File: config.mk
export PLATFORM = sky130hd
export DESIGN_NAME = booth_r4_seq_mul
export DESIGN_NICKNAME = d
export VERILOG_FILES = /design/src/rtl/booth_r4_pkg.sv /design/src/rtl/booth_r4_digit_pp.sv /design/src/rtl/booth_r4_seq_mul.sv
export SDC_FILE = /design/constraint.sdc
export NUM_CORES = 1
export LEC_CHECK = 0
export CORE_MARGIN = 8
export CORE_UTILIZATION = 25
export DETAILED_ROUTE_END_ITERATION = 10
export GPL_ROUTABILITY_DRIVEN = 0
export REMOVE_ABC_BUFFERS = 1
export SYNTH_ARGS = -nofsm -noshare
export SYNTH_HDL_FRONTEND = slang
export SYNTH_SLANG_ARGS = --single-unit
File: constraint.sdc
create_clock -name clk -period 14.01 [get_ports clk]
set_input_delay 2.802 -clock clk [delete_from_list [all_inputs] [get_ports clk]]
set_output_delay 2.802 -clock clk [all_outputs]
set_load 0.1 [all_outputs]
File: src/rtl/booth_r4_pkg.sv
// Shared types and constants for the radix-4 Booth sequential multiplier.
// Holds the FSM state, step sizing and the Booth digit decode.
package booth_r4_pkg;

    localparam int WIDTH    = 32;
    localparam int PW       = 2 * WIDTH;
    localparam int NDIGITS  = WIDTH / 2;
    localparam int MSB_STEP = NDIGITS;
    localparam int STEP_W   = $clog2(NDIGITS + 1);

    typedef enum logic [1:0] {
        IDLE,
        RUN,
        DONE
    } state_e;

    typedef enum logic [2:0] {
        PP_ZERO,
        PP_P1,
        PP_P2,
        PP_N1,
        PP_N2
    } pp_sel_e;

    localparam logic [2:0] DIG_Z0  = 3'b000;
    localparam logic [2:0] DIG_P1A = 3'b001;
    localparam logic [2:0] DIG_P1B = 3'b010;
    localparam logic [2:0] DIG_P2  = 3'b011;
    localparam logic [2:0] DIG_N2  = 3'b100;
    localparam logic [2:0] DIG_N1A = 3'b101;
    localparam logic [2:0] DIG_N1B = 3'b110;
    localparam logic [2:0] DIG_Z1  = 3'b111;

    function automatic pp_sel_e booth_sel(input logic [2:0] d);
        pp_sel_e sel;
        sel = PP_ZERO;
        unique case (d)
            DIG_Z0, DIG_Z1:   sel = PP_ZERO;
            DIG_P1A, DIG_P1B: sel = PP_P1;
            DIG_P2:           sel = PP_P2;
            DIG_N2:           sel = PP_N2;
            DIG_N1A, DIG_N1B: sel = PP_N1;
        endcase
        return sel;
    endfunction

endpackage

File: src/rtl/booth_r4_digit_pp.sv
// Booth partial-product magnitude for one radix-4 digit.
// Negative digits return the magnitude plus neg; the caller inverts and adds 1.
module booth_r4_digit_pp
    import booth_r4_pkg::*;
(
    input  logic [WIDTH-1:0] m,
    input  logic             s,
    input  logic [2:0]       digit,
    output logic [PW-1:0]    pp,
    output logic             neg
);

    pp_sel_e       sel;
    logic [PW-1:0] m_ext;

    always_comb begin
        sel   = booth_sel(digit);
        m_ext = {{WIDTH{s & m[WIDTH-1]}}, m};
        pp    = '0;
        neg   = 1'b0;
        unique case (sel)
            PP_ZERO: pp = '0;
            PP_P1:   pp = m_ext;
            PP_P2:   pp = m_ext << 1;
            PP_N1: begin
                pp  = m_ext;
                neg = 1'b1;
            end
            PP_N2: begin
                pp  = m_ext << 1;
                neg = 1'b1;
            end
            default: pp = '0;
        endcase
    end

endmodule

File: src/rtl/booth_r4_seq_mul.sv
// Iterative 32x32 radix-4 Booth multiplier: one digit per cycle,
// then an unsigned MSB correction step, with ready/valid on both sides.
module booth_r4_seq_mul
    import booth_r4_pkg::*;
(
    input  logic             clk,
    input  logic             rst,
    input  logic             in_valid,
    output logic             in_ready,
    input  logic [WIDTH-1:0] mulcand,
    input  logic [WIDTH-1:0] mulplier,
    input  logic             sign,
    output logic             out_valid,
    input  logic             out_ready,
    output logic [PW-1:0]    product
);

    state_e              state_q, state_d;
    logic [STEP_W-1:0]   step_q, step_d;
    logic [WIDTH-1:0]    m_q, m_d;
    logic [WIDTH-1:0]    y_q, y_d;
    logic                s_q, s_d;
    logic [PW-1:0]       acc_q, acc_d;
    logic [PW-1:0]       product_q, product_d;
    logic                out_valid_q, out_valid_d;

    logic [STEP_W:0]     sh;
    logic [2:0]          digit;
    logic [PW-1:0]       pp;
    logic                neg;
    logic                last_step;
    logic [PW-1:0]       addend;
    logic                cin;
    logic [PW-1:0]       sum;

    booth_r4_digit_pp u_pp (
        .m     (m_q),
        .s     (s_q),
        .digit (digit),
        .pp    (pp),
        .neg   (neg)
    );

    assign in_ready  = (state_q == IDLE);
    assign out_valid = out_valid_q;
    assign product   = product_q;

    // Negative PPs: shift the magnitude, invert, and feed 1 as carry-in.
    always_comb begin
        sh        = {step_q, 1'b0};
        digit     = 3'({y_q, 1'b0} >> sh);
        last_step = (step_q == STEP_W'(MSB_STEP));
        if (last_step) begin
            addend = (!s_q && y_q[WIDTH-1]) ? {m_q, {WIDTH{1'b0}}} : '0;
            cin    = 1'b0;
        end else begin
            addend = (pp << sh) ^ {PW{neg}};
            cin    = neg;
        end
        sum = acc_q + addend + PW'(cin);
    end

    always_comb begin
        state_d     = state_q;
        step_d      = step_q;
        m_d         = m_q;
        y_d         = y_q;
        s_d         = s_q;
        acc_d       = acc_q;
        product_d   = product_q;
        out_valid_d = out_valid_q;
        unique case (state_q)
            IDLE: begin
                if (in_valid) begin
                    m_d     = mulcand;
                    y_d     = mulplier;
                    s_d     = sign;
                    acc_d   = '0;
                    step_d  = '0;
                    state_d = RUN;
                end
            end
            RUN: begin
                acc_d = sum;
                if (last_step) begin
                    product_d   = sum;
                    out_valid_d = 1'b1;
                    state_d     = DONE;
                end else begin
                    step_d = step_q + 1'b1;
                end
            end
            DONE: begin
                if (out_ready) begin
                    out_valid_d = 1'b0;
                    state_d     = IDLE;
                end
            end
            default: state_d = IDLE;
        endcase
    end

    always_ff @(posedge clk or posedge rst) begin
        if (rst) begin
            state_q     <= IDLE;
            step_q      <= '0;
            m_q         <= '0;
            y_q         <= '0;
            s_q         <= 1'b0;
            acc_q       <= '0;
            product_q   <= '0;
            out_valid_q <= 1'b0;
        end else begin
            state_q     <= state_d;
            step_q      <= step_d;
            m_q         <= m_d;
            y_q         <= y_d;
            s_q         <= s_d;
            acc_q       <= acc_d;
            product_q   <= product_d;
            out_valid_q <= out_valid_d;
        end
    end

endmodule

==> metrics.txt, run 1 <==
outcome=finished clean; f_max=102 MHz; HPWL after detailed placement=40,000 um; RR Startpoint=step_q[4]; post-synthesis async set-or-reset flop share=100%; initial antenna violation count=0; setup TNS=0 ns; sinks on the clock net=201; Final #Nets=2,123; number of synthesized register bits=201; area share of the leading cell type in the synthesized netlist=32.2%; Area contributors post-synth=dfrtp_1, nand2_1, o21ai_0; global-route met3 utilization=2.54%; clock transition at the registers of the reported paths=0.06 ns; area growth from synthesis to layout=18.9%; clock network latency to the later pin of the worst-skew pair=0.54 ns; Worst slew margin=17.0%; grt ovf=0; top cells by instance count after synthesis=nand2_1, o21ai_0, dfrtp_1; maximum clock insertion buffer count=3; area used by multi-input combinational logic=9970 sq um; Post CTS Setup Buffer Count=0; hold path endpoint=y_q[8]; capturing element type of the critical path=flip-flop; Cell variety after synth=87; register area share after synthesis=32.2%; TritonCTS clock tree=done; Inserted Clock Buffers=24; Vias per Instance=5.31; RSZ-0062 raised after global routing=no; required time of the critical path=14.39 ns; post-route fraction of the period consumed by the critical path=69.6%; max-slew violation count=0; total length of routed wires=53,600 um; Ports=135; IO buf count=134; starting density of the core=25.3%; Worst Reg2Reg Path Length in Cells=26; Total GRT Usage=14.6%; pin count of the biggest net entering global routing=125; worst slew pin tran=1.24 ns; start point of the worst hold path=y_q[8]; first-pass GRT wire length=84,400 um; cell at the root of the clock tree=clkbuf_16; area of the die=70,700 sq um; final setup vio count=0; mean cell area of the mapped netlist=8.08 sq um; Cells on Worst Hold Path=2; quantity of gates resized following cts=0; Crit Path Max Fanout=60; number of global-route vias before repair=14,700; share of cells above drive strength 1=7.14%; minimum setup slack among reg-to-reg paths=4.25 ns; Fin Clk Skew=0.0135 ns; minimum period implied by the final worst setup slack=9.76 ns; die width=266 um; Final Hold Fails=0; worst hold path class=reg -> reg; vertical die dimension=266 um; yosys synthesis warning count=0; kind of critical path=reg -> reg; number of DRC markers after the initial detailed-route iteration=1,612; worst r2r dst=acc_q[63]; number of search-and-repair iterations in the first detailed-routing pass=6; met1 Use GR=19.2%; kind of launch point of the worst setup path=flip-flop; mean routed wirelength per cell=18.9 um; DR DRC count=0; Ant. Diodes=0; most crowded layer after global routing=met2; number of violations of the max-capacitance limit=0; most common cell in the synthesized netlist=nand2_1; number of filler cells placed in the layout=6,591; row cnt=91; count of flip-flops with a built-in enable after synthesis=0; area taken by flip-flops and latches=5030 sq um; post-synth top area cell=dfrtp_1; vias after detailed routing=15,100; met2 layer usage reported by global route=24.3%; crit path DAT=10.13 ns; Hold-fix buffers, CTS=0; post-synthesis instance area=15,600 sq um; number of instances in the synthesized netlist=1,934; core box area=61,700 sq um; post-detailed-route count of antenna-violating nets=0; prevailing post-synth register cell=dfrtp_1; Max H-tree Level=1
==> how the worst max path moves through the flow <==
| stage | start | end | cells past startpoint |
|---|---|---|---|
| final | step_q[4] | acc_q[63] | 26 |
| after global routing | step_q[4] | acc_q[63] | 26 |
| after CTS | step_q[4] | acc_q[63] | 26 |
| after detailed placement | step_q[4] | product[63] | 26 |
| after global placement | step_q[0] | acc_q[63] | 29 |
| after floorplan | step_q[3] | acc_q[62] | 27 |
==> cell usage in the layout, fill, tap and decap left out, drive strengths merged, types with 8 or more instances in the layout <==
cell / n
a21o: 34
xor2: 25
a31oi: 17
clkdlybuf4s50: 134
nor2: 84
o31ai: 18
mux2: 15
xnor2: 36
nand2b: 13
a221oi: 12
dfrtp: 201
and2: 15
o22ai: 12
a311oi: 9
mux2i: 70
o21a: 9
o21ai: 219
a311o: 13
nor3: 20
and3: 8
nand2: 424
mux4: 32
clkbuf: 34
nand3: 78
o21bai: 14
a21oi: 134
buf: 25
a211oi: 17
a22oi: 26
nor2b: 15
ha: 66
o211ai: 23
inv: 38
==> metrics by stage <==
stage	cell area (sq um)	setup WS, ns	utilization, %	hold slack (ns)	cells
global placement	17700	4.84	28.7	0.454	2797
floorplan	15100	3.63	-	0.440	1801
finish	18600	4.25	30.1	0.476	2841
CTS	18600	4.48	30.1	0.479	2841
detailed placement	17700	4.48	28.7	0.464	2797
global route	18600	3.62	30.1	0.496	2841
==> registers in the layout, indices dropped and copies added, names as in the netlist <==
register,flops
step_q,5
product,64
s_q,1
y_q,32
acc_q,64
state_q,2
out_valid,1
m_q,32
==> logic make-up (layout without fill, tap and decap cells) <==
family          count (synthesis)  in the layout  synth area share, %
compound gates                622            622                 25.4
mux                           117            117                 10.2
buf+inv                       171            241                 4.21
simple gates                  694            694                 19.0
xor+xnor                       61             61                 3.42
flops                         201            201                 32.2
fa+ha+maj                      68             68                 5.54
==> worst max-delay path, stage by stage, from the launching register on <==
cell and delay [ns]:
dfrtp_1 0.43, buf_4 0.55, clkinv_1 0.85, nand2_1 0.30, ha_1 0.26, buf_4 0.28
nor2b_1 0.94, mux2_2 0.56, a22oi_1 0.18, mux4_2 0.53, mux2_2 0.33, nor2_1 0.11
a21oi_1 0.08, o21ai_0 0.19, o31ai_1 0.10, ha_1 0.37, and2_1 0.21, a221o_1 0.33
a21o_1 0.19, a221oi_1 0.36, o311ai_1 0.26, a31oi_1 0.42, nor3b_1 0.14, a2111oi_1 1.06
o21ai_0 0.24, a31oi_1 0.20, o21ai_1 0.08
==> routing by layer <==
layer	vias up	share of wire [%]
met5	-	0
met4	0	2.8
li1	7127	-
met2	703	47
met1	7132	43
met3	126	8.1
==> layout make-up <==
| type | instances | area share, % |
|---|---|---|
| inverter | 38 | 0.808 |
| clock buffer | 34 | 3.82 |
| tap | 837 | 5.64 |
| clock inverter | 10 | 0.755 |
| multi-input combinational | 1562 | 53.7 |
| timing repair buffer | 159 | 8.23 |
| sequential | 201 | 27.1 |
Power of run 1 is left out: the tool's default activity adds up to more than one toggle a clock period on the data nets, which glitch-free logic cannot reach.
==> inputs of run 2 (changes only) <==
clock period = 9.9 ns   (was 14.01 ns; I/O delays follow)
==> run 2 against run 1 <==
Effect of this change: clock-buffer cell count is 1 lower; core utilization decreased by 0.11 points; clock skew is 0.015 ns higher; fmax increased by 11%; wire length grew 0.68%; via count is 0.31% higher; critical path depth did not move; non-clock buffer count up 4; sequential share of layout area increased by 0.097 points; register-to-register slack lost 3.2 ns; highest routed layer unchanged.
==> metrics.txt, run 2 (same netlist as run 1, synthesis figures left out) <==
outcome=finished clean; quantity of gates resized following cts=0 (unchanged); RSZ-0062 raised after global routing=no; worst setup path start=step_q[1]; kind of critical path=reg -> reg; area growth from synthesis to layout=18.5%; final setup vio count=0 (unchanged); Worst Reg2Reg Path Length in Cells=26 (unchanged); worst slew pin tran=1.30 ns (+0.0546 ns); area of the die=70,700 sq um (unchanged); area taken by flip-flops and latches=5030 sq um (unchanged); minimum period implied by the final worst setup slack=8.83 ns (-0.931 ns); WP depth=26 (unchanged); sinks on the clock net=201 (unchanged); initial antenna violation count=0 (unchanged); starting density of the core=25.3% (unchanged); row cnt=91 (unchanged); RR Startpoint=step_q[1]; Worst slew margin=13.3% (-3.7 points); Vias per Instance=5.32 (+0.17%); setup TNS=0 ns (unchanged); first-pass GRT wire length=84,400 um (about the same); Fin Clk Skew=0.0284 ns (+0.0149 ns); Cells on Worst Hold Path=2 (unchanged); total length of routed wires=54,000 um (+0.68%); Hold-fix buffers, CTS=0 (unchanged); vias after detailed routing=15,100 (+0.31%); IO buf count=134 (unchanged); Inserted Clock Buffers=24 (unchanged); Ports=135 (unchanged); f_max=113 MHz (+11%); kind of launch point of the worst setup path=flip-flop; pin count of the biggest net entering global routing=118 (-5.6%); TritonCTS clock tree=done; mean routed wirelength per cell=19.0 um (+0.54%); Crit Path Max Fanout=36 (-40%); number of global-route vias before repair=14,700 (-0.52%); post-route fraction of the period consumed by the critical path=89.2% (+20 points); Final #Nets=2,127 (+0.19%); Final Hold Fails=0 (unchanged); commonest cells after routing, fill and taps aside=nand2_1, o21ai_0, dfrtp_1; DR DRC count=0 (unchanged); required time of the critical path=10.30 ns (-4.09 ns); CP max stage delay=1.10 ns (+0.04 ns); worst r2r dst=product[63]; grt ovf=0 (unchanged); crit path DAT=9.23 ns (-0.90 ns); Max H-tree Level=1 (unchanged); number of DRC markers after the initial detailed-route iteration=1,432 (-11%); post-detailed-route count of antenna-violating nets=0 (unchanged); vertical die dimension=266 um (unchanged); clock transition at the registers of the reported paths=0.06 ns (about the same); worst hold path class=reg -> reg; Total GRT Usage=14.7% (+0.093 points); hold path endpoint=y_q[0]; cell at the root of the clock tree=clkbuf_16; share of cells above drive strength 1=7.22% (+0.085 points); minimum setup slack among reg-to-reg paths=1.07 ns (-3.18 ns); number of filler cells placed in the layout=6,628 (+0.56%); Top delay family on crit path=compound AO/OA/AOI/OAI gates; capturing element type of the critical path=flip-flop; Post CTS Setup Buffer Count=0 (unchanged); max-slew violation count=0 (unchanged); Ant. Diodes=0 (unchanged); number of search-and-repair iterations in the first detailed-routing pass=8 (+2); maximum clock insertion buffer count=3 (unchanged); leading cell type in the layout, fill and taps excluded=nand2_1; core box area=61,700 sq um (unchanged); CP max-delay cell=a2111oi_1; area used by multi-input combinational logic=9970 sq um (unchanged); Buffers & Inverters on Critical Path=2 (-1); clock network latency to the later pin of the worst-skew pair=0.55 ns (about the same); die width=266 um (unchanged); start point of the worst hold path=y_q[0]; number of violations of the max-capacitance limit=0 (unchanged); HPWL after detailed placement=40,600 um (+1.6%)
run 2: worst register-to-register path, cell delays in order, from the launching register on:
cell	delay [ns]
dfrtp_1	0.60
inv_2	0.69
a32oi_1	0.20
o22a_1	0.27
ha_1	0.31
buf_4	0.21
nor2b_1	0.44
mux2_2	0.49
a22oi_1	0.18
mux4_2	0.55
mux2_2	0.33
nor2_1	0.10
a21oi_1	0.09
o21ai_0	0.20
o31ai_1	0.10
ha_1	0.37
and2_1	0.20
a221o_1	0.32
a21o_1	0.18
a221oi_1	0.35
o311ai_1	0.24
a31oi_1	0.45
nor3b_1	0.15
a2111oi_1	1.10
or2_2	0.29
mux2i_1	0.21
o31ai_1	0.09
run 2: worst max path at each step:
stage | to | slack [ns]
floorplan | acc_q[62] | -0.48
global placement | product[63] | 1.51
detailed placement | product[63] | 1.21
CTS | product[63] | 1.15
global route | product[63] | 0.47
finish | product[63] | 1.07
run 2: per-layer routing:
metal,vias up,wire (um),GRT usage [%]
met3,136,4110,2.29
met5,-,0,0
met4,0,1740,4.67
met2,692,25000,24.6
li1,7124,-,-
met1,7183,23100,19.3
run 2: area by class of cell:
type	instances	share of cell area (%)
clock buffer	33	3.65
clock inverter	11	0.419
inverter	38	0.811
multi-input combinational	1562	53.9
sequential	201	27.2
tap	837	5.66
timing repair buffer	163	8.42
run 2: stage by stage:
stage / area (sq um) / instances / util [%] / hold WS, ns / setup WS (ns)
final: 18500 / 2845 / 30.0 / 0.473 / 1.07
after global placement: 17800 / 2801 / 28.8 / 0.456 / 1.51
after floorplan: 15100 / 1801 / - / 0.440 / -0.483
after global routing: 18500 / 2845 / 30.0 / 0.501 / 0.472
after detailed placement: 17800 / 2801 / 28.8 / 0.462 / 1.21
after CTS: 18500 / 2845 / 30.0 / 0.477 / 1.15
Power of run 2 is left out for the same reason.
==> inputs of run 3 (changes only) <==
clock period = 11 ns   (was 9.9 ns; I/O delays follow)
==> run 3 against run 2 <==
Effect of this change: sequential share of layout area down 0.13 points; non-clock buffer count down 5; cell area rose by 0.47%; critical path depth rose by 2; wire length decreased by 0.26%; final cell count decreased by 0.14%; die area did not move; hold slack better by 0.0016 ns; register-to-register slack improved by 0.54 ns; critical path type unchanged; critical endpoint is now acc_q[62].
==> metrics.txt, run 3 (same netlist as run 1, synthesis figures left out) <==
outcome=finished clean; max-slew violation count=0 (unchanged); share of cells above drive strength 1=7.29% (+0.064 points); grt ovf=0 (unchanged); minimum period implied by the final worst setup slack=9.38 ns (+0.557 ns); kind of critical path=reg -> reg; IO buf count=134 (unchanged); most common cell type on the critical path=nand2_1; f_max=107 MHz (-5.9%); DR DRC count=0 (unchanged); Final Hold Fails=0 (unchanged); Final #Nets=2,123 (-0.19%); Hold-fix buffers, CTS=0 (unchanged); Ant. Diodes=0 (unchanged); setup TNS=0 ns (unchanged); Max H-tree Level=1 (unchanged); number of violations of the max-capacitance limit=0 (unchanged); vias after detailed routing=15,100 (-0.41%); worst slew pin tran=1.13 ns (-0.165 ns); vertical die dimension=266 um (unchanged); kind of launch point of the worst setup path=flip-flop; initial antenna violation count=0 (unchanged); commonest cells after routing, fill and taps aside=nand2_1, o21ai_0, dfrtp_1; cell at the root of the clock tree=clkbuf_16; mean routed wirelength per cell=18.9 um (-0.12%); area of the die=70,700 sq um (unchanged); capturing element type of the critical path=flip-flop; Inserted Clock Buffers=25 (+4.2%); final setup vio count=0 (unchanged); row cnt=91 (unchanged); worst hold path class=reg -> reg; quantity of gates resized following cts=0 (unchanged); HPWL after detailed placement=40,400 um (-0.53%); CP max stage delay=0.93 ns (-0.17 ns); pin count of the biggest net entering global routing=113 (-4.2%); die width=266 um (unchanged); RSZ-0062 raised after global routing=no; TritonCTS clock tree=done; starting density of the core=25.3% (unchanged); CP max-delay cell=nor4_1; post-route worst hold slack=0.474 ns (+0.00162 ns); area growth from synthesis to layout=19.0%; number of search-and-repair iterations in the first detailed-routing pass=7 (-1); number of DRC markers after the initial detailed-route iteration=1,777 (+24%); crit path DAT=9.78 ns (+0.55 ns); clock transition at the registers of the reported paths=0.07 ns (about the same); number of filler cells placed in the layout=6,624 (-0.060%); number of global-route vias before repair=14,600 (-0.65%); core box area=61,700 sq um (unchanged); Crit Path Max Fanout=28 (-22%); area taken by flip-flops and latches=5030 sq um (unchanged); Ports=135 (unchanged); required time of the critical path=11.40 ns (+1.10 ns); leading cell type in the layout, fill and taps excluded=nand2_1; sinks on the clock net=201 (unchanged); Fin Clk Skew=0.0209 ns (-0.00748 ns); Total GRT Usage=14.6% (-0.038 points); Worst slew margin=23.9% (+11 points); first-pass GRT wire length=84,500 um (+0.11%); post-route fraction of the period consumed by the critical path=85.3% (-3.9 points); post-detailed-route count of antenna-violating nets=0 (unchanged); total length of routed wires=53,800 um (-0.26%); area used by multi-input combinational logic=9970 sq um (unchanged); Vias per Instance=5.31 (-0.27%); clock network latency to the later pin of the worst-skew pair=0.55 ns (about the same); maximum clock insertion buffer count=3 (unchanged); Post CTS Setup Buffer Count=0 (unchanged)
run 3: changes by cell type in the layout (fill, tap and decap cells not counted), sizes merged:
cell      change
buf           -6
clkbuf        -5
inv           +5
bufinv        +4
clkinvlp      -4
clkinv        +2
run 3: per-layer routing:
layer / vias up / share of wire (%) / global-route usage, %
met5: - / 0 / 0
met4: 0 / 3.2 / 4.52
met3: 138 / 7.3 / 2.02
met2: 707 / 46 / 24.2
met1: 7116 / 43 / 19.6
li1: 7112 / - / -
run 3: worst max-delay path, delay by kind of cell (launching register included):
kind	cells	cell delay, ns
adders and majority gates	2	0.93
and+or+nand+nor	9	2.62
buffers and inverters	3	1.31
DFF	1	0.35
AOI/OAI and AO/OA	14	4.02
run 3: worst paths after layout:
check                            start          end  slack (ns)  depth (start not counted)
setup reg to reg             step_q[3]    acc_q[62]        1.62                         28
setup / recovery             step_q[3]    acc_q[62]        1.62                         28
min in group asynchronous          rst   product[4]        2.11                          2
hold reg to reg            product[38]  product[38]        0.47                          2
hold / removal             product[38]  product[38]        0.47                          2
max in group asynchronous          rst  product[39]        7.01                          4
run 3: metrics by stage:
step	instances	area [sq um]	worst slack (ns)	util [%]
finish	2841	18600	1.62	30.1
global route	2841	18600	0.848	30.1
CTS	2840	18600	1.75	30.1
detailed placement	2795	17700	1.76	28.7
global placement	2795	17700	2.06	28.7
floorplan	1801	15100	0.617	-
run 3: area by class of cell:
| class | instances | share of cell area, % |
|---|---|---|
| multi-input combinational | 1562 | 53.6 |
| sequential | 201 | 27.1 |
| timing repair buffer | 158 | 8.17 |
| tap | 837 | 5.63 |
| clock buffer | 27 | 3.46 |
| clock inverter | 18 | 1.27 |
| inverter | 38 | 0.808 |
Power of run 3 is left out for the same reason.
